## src/rtl/fifo_param.sv

```systemverilog
// fifo_param -- parametrised single-clock FIFO with registered read.
//
// Purpose: buffers DWIDTH-bit words between a producer and a consumer that
// share clock CLK. Depth is 2**AWIDTH. The flags and COUNT are all registered
// and always describe the same stored-word count. Rejected requests raise
// one-cycle error pulses.
//
// Ports:
//   CLK          clock, rising edge
//   RST          synchronous active-high reset
//   CLR          synchronous flush (DOUT is left untouched)
//   WR / DIN     write request and write data
//   RD           read request
//   DOUT         registered read data; holds its value when no read is accepted
//   VALID        DOUT carries a word read at the last edge
//   COUNT        number of stored words, 0..depth
//   FULL         COUNT == depth
//   almostFULL   COUNT >= AF_LEVEL
//   EMPTY        COUNT == 0
//   almostEMPTY  COUNT <= AE_LEVEL
//   OVER         one-cycle pulse: a write was rejected because the FIFO was full
//   UNDER        one-cycle pulse: a read was rejected because the FIFO was empty
module fifo_param #(
  parameter int DWIDTH   = 16,
  parameter int AWIDTH   = 3,
  parameter int AF_LEVEL = 6,
  parameter int AE_LEVEL = 1
) (
  input  logic              CLK,
  input  logic              RST,
  input  logic              CLR,
  input  logic              WR,
  input  logic              RD,
  input  logic [DWIDTH-1:0] DIN,
  output logic [DWIDTH-1:0] DOUT,
  output logic              VALID,
  output logic [AWIDTH:0]   COUNT,
  output logic              FULL,
  output logic              almostFULL,
  output logic              EMPTY,
  output logic              almostEMPTY,
  output logic              OVER,
  output logic              UNDER
);

  localparam int DEPTH = 2**AWIDTH;
  localparam logic [AWIDTH:0] DEPTH_C = (AWIDTH+1)'(DEPTH);
  localparam logic [AWIDTH:0] AF_C    = (AWIDTH+1)'(AF_LEVEL);
  localparam logic [AWIDTH:0] AE_C    = (AWIDTH+1)'(AE_LEVEL);

  // Storage has no reset so that it maps onto block RAM.
  logic [DWIDTH-1:0] mem [DEPTH];

  logic [AWIDTH-1:0] wptr_reg, wptr_next;
  logic [AWIDTH-1:0] rptr_reg, rptr_next;
  logic [AWIDTH:0]   count_reg, count_next;
  logic [DWIDTH-1:0] dout_reg;
  logic              valid_reg, over_reg, under_reg;
  logic              full_reg, afull_reg, empty_reg, aempty_reg;
  logic              wr_acc, rd_acc;

  // Acceptance uses only the registered flags. A same-cycle read never makes
  // room for a write, and a same-cycle write never feeds a read. A flush or
  // reset cycle accepts nothing.
  always_comb begin
    wr_acc = WR && !full_reg  && !CLR && !RST;
    rd_acc = RD && !empty_reg && !CLR && !RST;
  end

  always_comb begin
    wptr_next  = wptr_reg;
    rptr_next  = rptr_reg;
    count_next = count_reg;
    if (CLR) begin
      wptr_next  = '0;
      rptr_next  = '0;
      count_next = '0;
    end else begin
      // Pointers are exactly AWIDTH bits wide, so incrementing wraps at depth.
      if (wr_acc) wptr_next = wptr_reg + 1'b1;
      if (rd_acc) rptr_next = rptr_reg + 1'b1;
      case ({wr_acc, rd_acc})
        2'b10:   count_next = count_reg + 1'b1;
        2'b01:   count_next = count_reg - 1'b1;
        default: count_next = count_reg;
      endcase
    end
  end

  always_ff @(posedge CLK) begin
    if (wr_acc) mem[wptr_reg] <= DIN;
  end

  always_ff @(posedge CLK) begin
    if (RST) begin
      dout_reg <= '0;
    end else if (rd_acc) begin
      dout_reg <= mem[rptr_reg];
    end
  end

  always_ff @(posedge CLK) begin
    if (RST) begin
      wptr_reg   <= '0;
      rptr_reg   <= '0;
      count_reg  <= '0;
      full_reg   <= 1'b0;
      afull_reg  <= (AF_LEVEL == 0);
      empty_reg  <= 1'b1;
      aempty_reg <= 1'b1;
      valid_reg  <= 1'b0;
      over_reg   <= 1'b0;
      under_reg  <= 1'b0;
    end else begin
      wptr_reg   <= wptr_next;
      rptr_reg   <= rptr_next;
      count_reg  <= count_next;
      // Flags come from the next count, so they never lag COUNT by a cycle.
      full_reg   <= (count_next == DEPTH_C);
      afull_reg  <= (count_next >= AF_C);
      empty_reg  <= (count_next == '0);
      aempty_reg <= (count_next <= AE_C);
      valid_reg  <= rd_acc;
      over_reg   <= WR && full_reg  && !CLR;
      under_reg  <= RD && empty_reg && !CLR;
    end
  end

  assign DOUT        = dout_reg;
  assign VALID       = valid_reg;
  assign COUNT       = count_reg;
  assign FULL        = full_reg;
  assign almostFULL  = afull_reg;
  assign EMPTY       = empty_reg;
  assign almostEMPTY = aempty_reg;
  assign OVER        = over_reg;
  assign UNDER       = under_reg;

endmodule

```

## config.mk

```make
export PLATFORM = sky130hd
export DESIGN_NAME = fifo_param
export DESIGN_NICKNAME = d
export VERILOG_FILES = /design/src/rtl/fifo_param.sv
export SDC_FILE = /design/constraint.sdc
export NUM_CORES = 1
export LEC_CHECK = 0
export ABC_AREA = 1
export CAP_MARGIN = 20
export CORE_UTILIZATION = 58
export DETAILED_ROUTE_END_ITERATION = 12
export GPL_TIMING_DRIVEN = 1
export HOLD_SLACK_MARGIN = 0.05
export PLACE_DENSITY = 0.79
export SYNTH_ARGS = -nofsm -noshare
export SYNTH_HDL_FRONTEND = slang
export SYNTH_SLANG_ARGS = --single-unit
```

## constraint.sdc

```tcl
create_clock -name CLK -period 3.4 [get_ports CLK]
set_input_delay 0.51 -clock CLK [delete_from_list [all_inputs] [get_ports CLK]]
set_output_delay 0.51 -clock CLK [all_outputs]
set_load 0.02 [all_outputs]
```

# Yosys cells after proc, flatten, opt, wreduce, memory -nomap -nowiden

Memory sizes are Yosys's and may differ from the RTL's. A register that Yosys moved wholly into a read port is not among the register bits.
Index checks and enable logic that the tools add are counted.

Add/subtract/negate cells: 4
Muxes and demuxes: 4
Reductions and logical operators: 16
Equality and inequality tests: 3
Order comparisons: 2

Operator list:

| cell                                                | count |
|---|---|
| logical AND 1 bit                                   | 10 |
| one-hot mux 4 bit (2 select lines)                  | 1 |
| adder 3 x 1 -> 3 bit, second input constant         | 2 |
| adder 4 x 1 -> 4 bit, second input constant         | 1 |
| == test 4 bit, second input constant                | 1 |
| >= comparator 4 x 3 -> 1 bit, second input constant | 1 |
| <= comparator 4 x 1 -> 1 bit, second input constant | 1 |
| zero test 1 bit                                     | 4 |
| zero test 4 bit                                     | 1 |
| 2-to-1 mux 4 bit                                    | 1 |
| subtractor 4 x 1 -> 4 bit, second input constant    | 1 |
| == test 2 x 1 -> 1 bit, second input constant       | 1 |
| == test 2 bit, second input constant                | 1 |
| 2-to-1 mux 1 bit                                    | 2 |
| OR reduction 2 bit                                  | 1 |

Memories kept: 1
Memory bits (writable): 128
Output and inout port bits: 27
Register bits after elaboration: 17
Word-level logic and storage cells: 40
Input bits: 21

Memory list:

| name | words | bits a word | rd ports | clocked after Yosys merged registers in | wr ports | RTL line | RTL |
|---|---|---|---|---|---|---|---|
| mem  | 8     | 16          | 1        | 1                                       | 1        | 52       | `logic [DWIDTH-1:0] mem [DEPTH];` |

# Logic depth before layout (Yosys ltp)

Depth after elaboration: 8
Mapped depth: 15

# Worst setup path before layout

OpenSTA, ideal clock, no wires.

Kind: in2reg
Start point: in RST
End point: mem mem[3][0], enable pin
Setup slack: 0.879 ns
Setup time: 0.409 ns
Path buffers: 0
Arrival: 2.111 ns
Data required time: 2.991 ns
Stages on the path: 5
Path through: nor2_4 > nand2_1 > nor2_1 > inv_1 > nor3_1

Longest elaborated chain between the ends: 4

Ends and longest elaborated chain:

| what                                   | RTL line | RTL |
|---|---|---|
| start, declared                        | 30       | `input logic RST,` |
| zero test 1 bit                        | 66       | `wr_acc = WR && !full_reg && !CLR && !RST;` |
| logical AND 1 bit                      | 66       |  |
| 2-to-1 mux 1 bit                       | 91       | `if (wr_acc) mem[wptr_reg] <= DIN;` |
| 2-to-1 mux 1 bit (implied by the code) | 91       |  |
| end, declared                          | 52       |  |

Every way passes these cells.

# Worst setup path in the final report

Start point: reg empty_reg, in the netlist EMPTY
End point: out EMPTY

RTL lines:

| what                   | RTL line | RTL |
|---|---|---|
| start, declared        | 59       | `logic full_reg, afull_reg, empty_reg, aempty_reg;` |
| start signal, assigned | 121      | `empty_reg <= (count_next == '0);` |
| end, declared          | 40       | `output logic EMPTY,` |

No word-level cell between the ends.

==> results_dict.tcl <==
set metrics [dict create \
    final_area_mm2 0.00748 \
    cts-htree-levels 4 \
    ant_nets 0 \
    fmax_mhz 477 \
    cts_resized 0 \
    fin_nets 568 \
    tightest_slew_ps 947 \
    routed_via_density 5.98 \
    worst_ep_required_time_ps 2890 \
    ctsHoldBuffers 0 \
    drv_cap 0 \
    clock_latency_ps 530 \
    antenna_found_initial 0 \
    cp_cell_sequence "clkdlybuf4s50_1" \
    min_period_over_period_pct 61.6 \
    cts_tree "yes" \
    status "complete, no violations" \
    slew_viol_final 0 \
    grt_pass1_wl_mm 21.2 \
    fillers 690 \
    drc 0 \
    cts_buffer_depth 2 \
    drt-initial-drc-count 311 \
    io_pins 48 \
    path_max_fanout 3 \
    dpl.hpwl_mm 7.64 \
    route.final.wire_length_mm 13.3 \
    setup_tns_ps 0 \
    cp_num_buf_inv 1 \
    yosysUniqueCellTypes 26 \
    layout-drive-gt1-share_pct 11.2 \
    wl_per_cell_um 19.2 \
    largest_reg_flops 128 \
    start_util_pct 60.1 \
    finalSetupViolCount 0 \
    rows 37 \
    finalCriticalPeriod_ps 2100 \
    end_kind "output port" \
    fp.dieArea_mm2 0.0112 \
    netlist_area_mm2 0.00623 \
    fp.coreArea_mm2 0.0104 \
    pre_cts_ws_ps 885 \
    syn_area_per_cell_um2 12.8 \
    crit_path_max_incr_delay_ps 640 \
    leakagePower_nw 2.48 \
    reg2reg_slack_ps 1320 \
    dieHeight_um 106 \
    hold_viol_final 0 \
    crit_slowest_cell "clkdlybuf4s50_1" \
    overflow 0 \
    slew-limit-headroom_pct 36.7 \
    placed_area_mm2 0.00691 \
    cts_setup_buffers 0 \
    cts_buffers 17 \
    ys_warn_count 0 \
    syn_inst 486 \
    rsz0062_at_grt "false" \
    gp_congestion 0.878 \
    place.port_buffers 47 \
    die_w_um 106 \
    grt_pass1_vias 4100 \
    grt_usage_pct 25.8 \
    regMostFlops "mem" \
    worst_setup_path_start_kind "flop" \
    power.density_mw_per_mm2 549 \
    clk_pin_slew_ps 70 \
    path_class "flop to output port" \
    ir_worst_vdd_v 0.000352 \
    layout_setup_ws_ps 1300 \
    numClockSinks 161 \
    grt_max_degree 51 \
    antennaDiodeCount 0 \
    cp_top_family "buffers and inverters" \
    syn_nets 511 \
    vias 4139 \
    ys_seq_area_share_pct 72.2 \
    clock_skew_ps 10.6 \
    synth_seq_cells 161 \
    area_growth_pct 20.0 \
    arrival_ps 1590 \
    cts-root-buf "clkbuf_8" \
    hold_path.class "flop to flop" \
    drtPass1Iterations 5 \
]
routing by layer:
metal  global-route usage [%]  routed length (µm)  share of wire (%)
met5                        0                   0                  0
met2                     41.9                6460                 49
met1                     33.1                5450                 41
met4                     14.6                 430                3.2
met3                     4.45                 941                7.1
layout make-up:
class	count	area [µm²]	share of cell area (%)
Inverter	25	93.8	1.25
Clock inverter	14	154	2.06
Sequential cell	161	4510	60.2
Timing Repair Buffer	65	606	8.09
Multi-Input combinational cell	273	1540	20.5
Clock buffer	18	418	5.59
Tap cell	136	170	2.27
power breakdown:
part	switching (mW)	leakage, nW	internal (mW)
clock network	0.772	0.279	1.06
registers	0.00846	1.42	2.14
logic	0.0814	0.784	0.0508
total	0.862	2.48	3.25
cell usage in the layout (no fill, tap or decap), types with 18 or more instances in the layout:
master           instances
inv_1                   22
dfxtp_1                 32
nor2_1                  80
clkdlybuf4s50_1         47
nand2_1                 43
a21oi_1                 23
edfxtp_1               128
o21ai_0                 37
buf_4                   18
logic make-up (layout without fill, tap and decap cells):
logic type	Yosys count	in the layout	share of synthesized area [%]
DFF	161	161	72.2
buffers and inverters	52	122	3.45
and+or+nand+nor	144	144	9.57
adders and majority gates	4	4	0.803
muxes	16	16	2.57
AOI/OAI and AO/OA	109	109	11.4
worst min-delay path, delay by kind of cell (launching register included):
family	cells	cell delay (ps)
AO/OA/AOI/OAI	1	50
flip-flops	1	310
AND/OR/NAND/NOR	1	60
metrics by stage:
stage | total power, mW | util, % | hold slack (ps) | instances
2_1_floorplan | 2.25 | - | 457 | 486
3_3_place_gp | 2.31 | 66.6 | 453 | 660
3_5_place_dp | 2.32 | 66.6 | 457 | 660
4_1_cts | 4.12 | 72.2 | 467 | 692
5_1_grt | 4.21 | 72.2 | 489 | 692
6_report | 4.11 | 72.2 | 464 | 692
synthesized netlist by cell type:
master | count | area, µm²
a21oi_1 | 23 | 115
buf_1 | 2 | 7.51
nand3_2 | 2 | 20.0
buf_4 | 1 | 7.51
nand4_1 | 3 | 18.8
nor2_2 | 1 | 6.26
o32ai_1 | 16 | 140
o211ai_1 | 16 | 120
nor2_4 | 2 | 22.5
o221ai_1 | 16 | 140
nor3_1 | 4 | 20.0
edfxtp_1 | 128 | 3840
buf_6 | 1 | 11.3
nand3_1 | 8 | 40.0
buf_2 | 7 | 35.0
inv_1 | 22 | 82.6
clkbuf_1 | 16 | 60.1
inv_2 | 3 | 11.3
o21ai_0 | 37 | 185
dfxtp_1 | 33 | 661
nand2_1 | 43 | 161
a211oi_1 | 1 | 7.51
mux2i_1 | 16 | 160
nand3b_1 | 1 | 7.51
ha_1 | 4 | 50.1
nor2_1 | 80 | 300
path summary, 6_finish.rpt:
| check | end | start | cells past startpoint |
|---|---|---|---|
| setup / recovery | EMPTY | EMPTY | 1 |
| hold / removal | DOUT[1] | DOUT[1] | 2 |
| setup reg to reg | DOUT[2] | rptr_reg[0] | 5 |
| hold reg to reg | DOUT[1] | DOUT[1] | 2 |
Power figures use the tool's default switching activity.
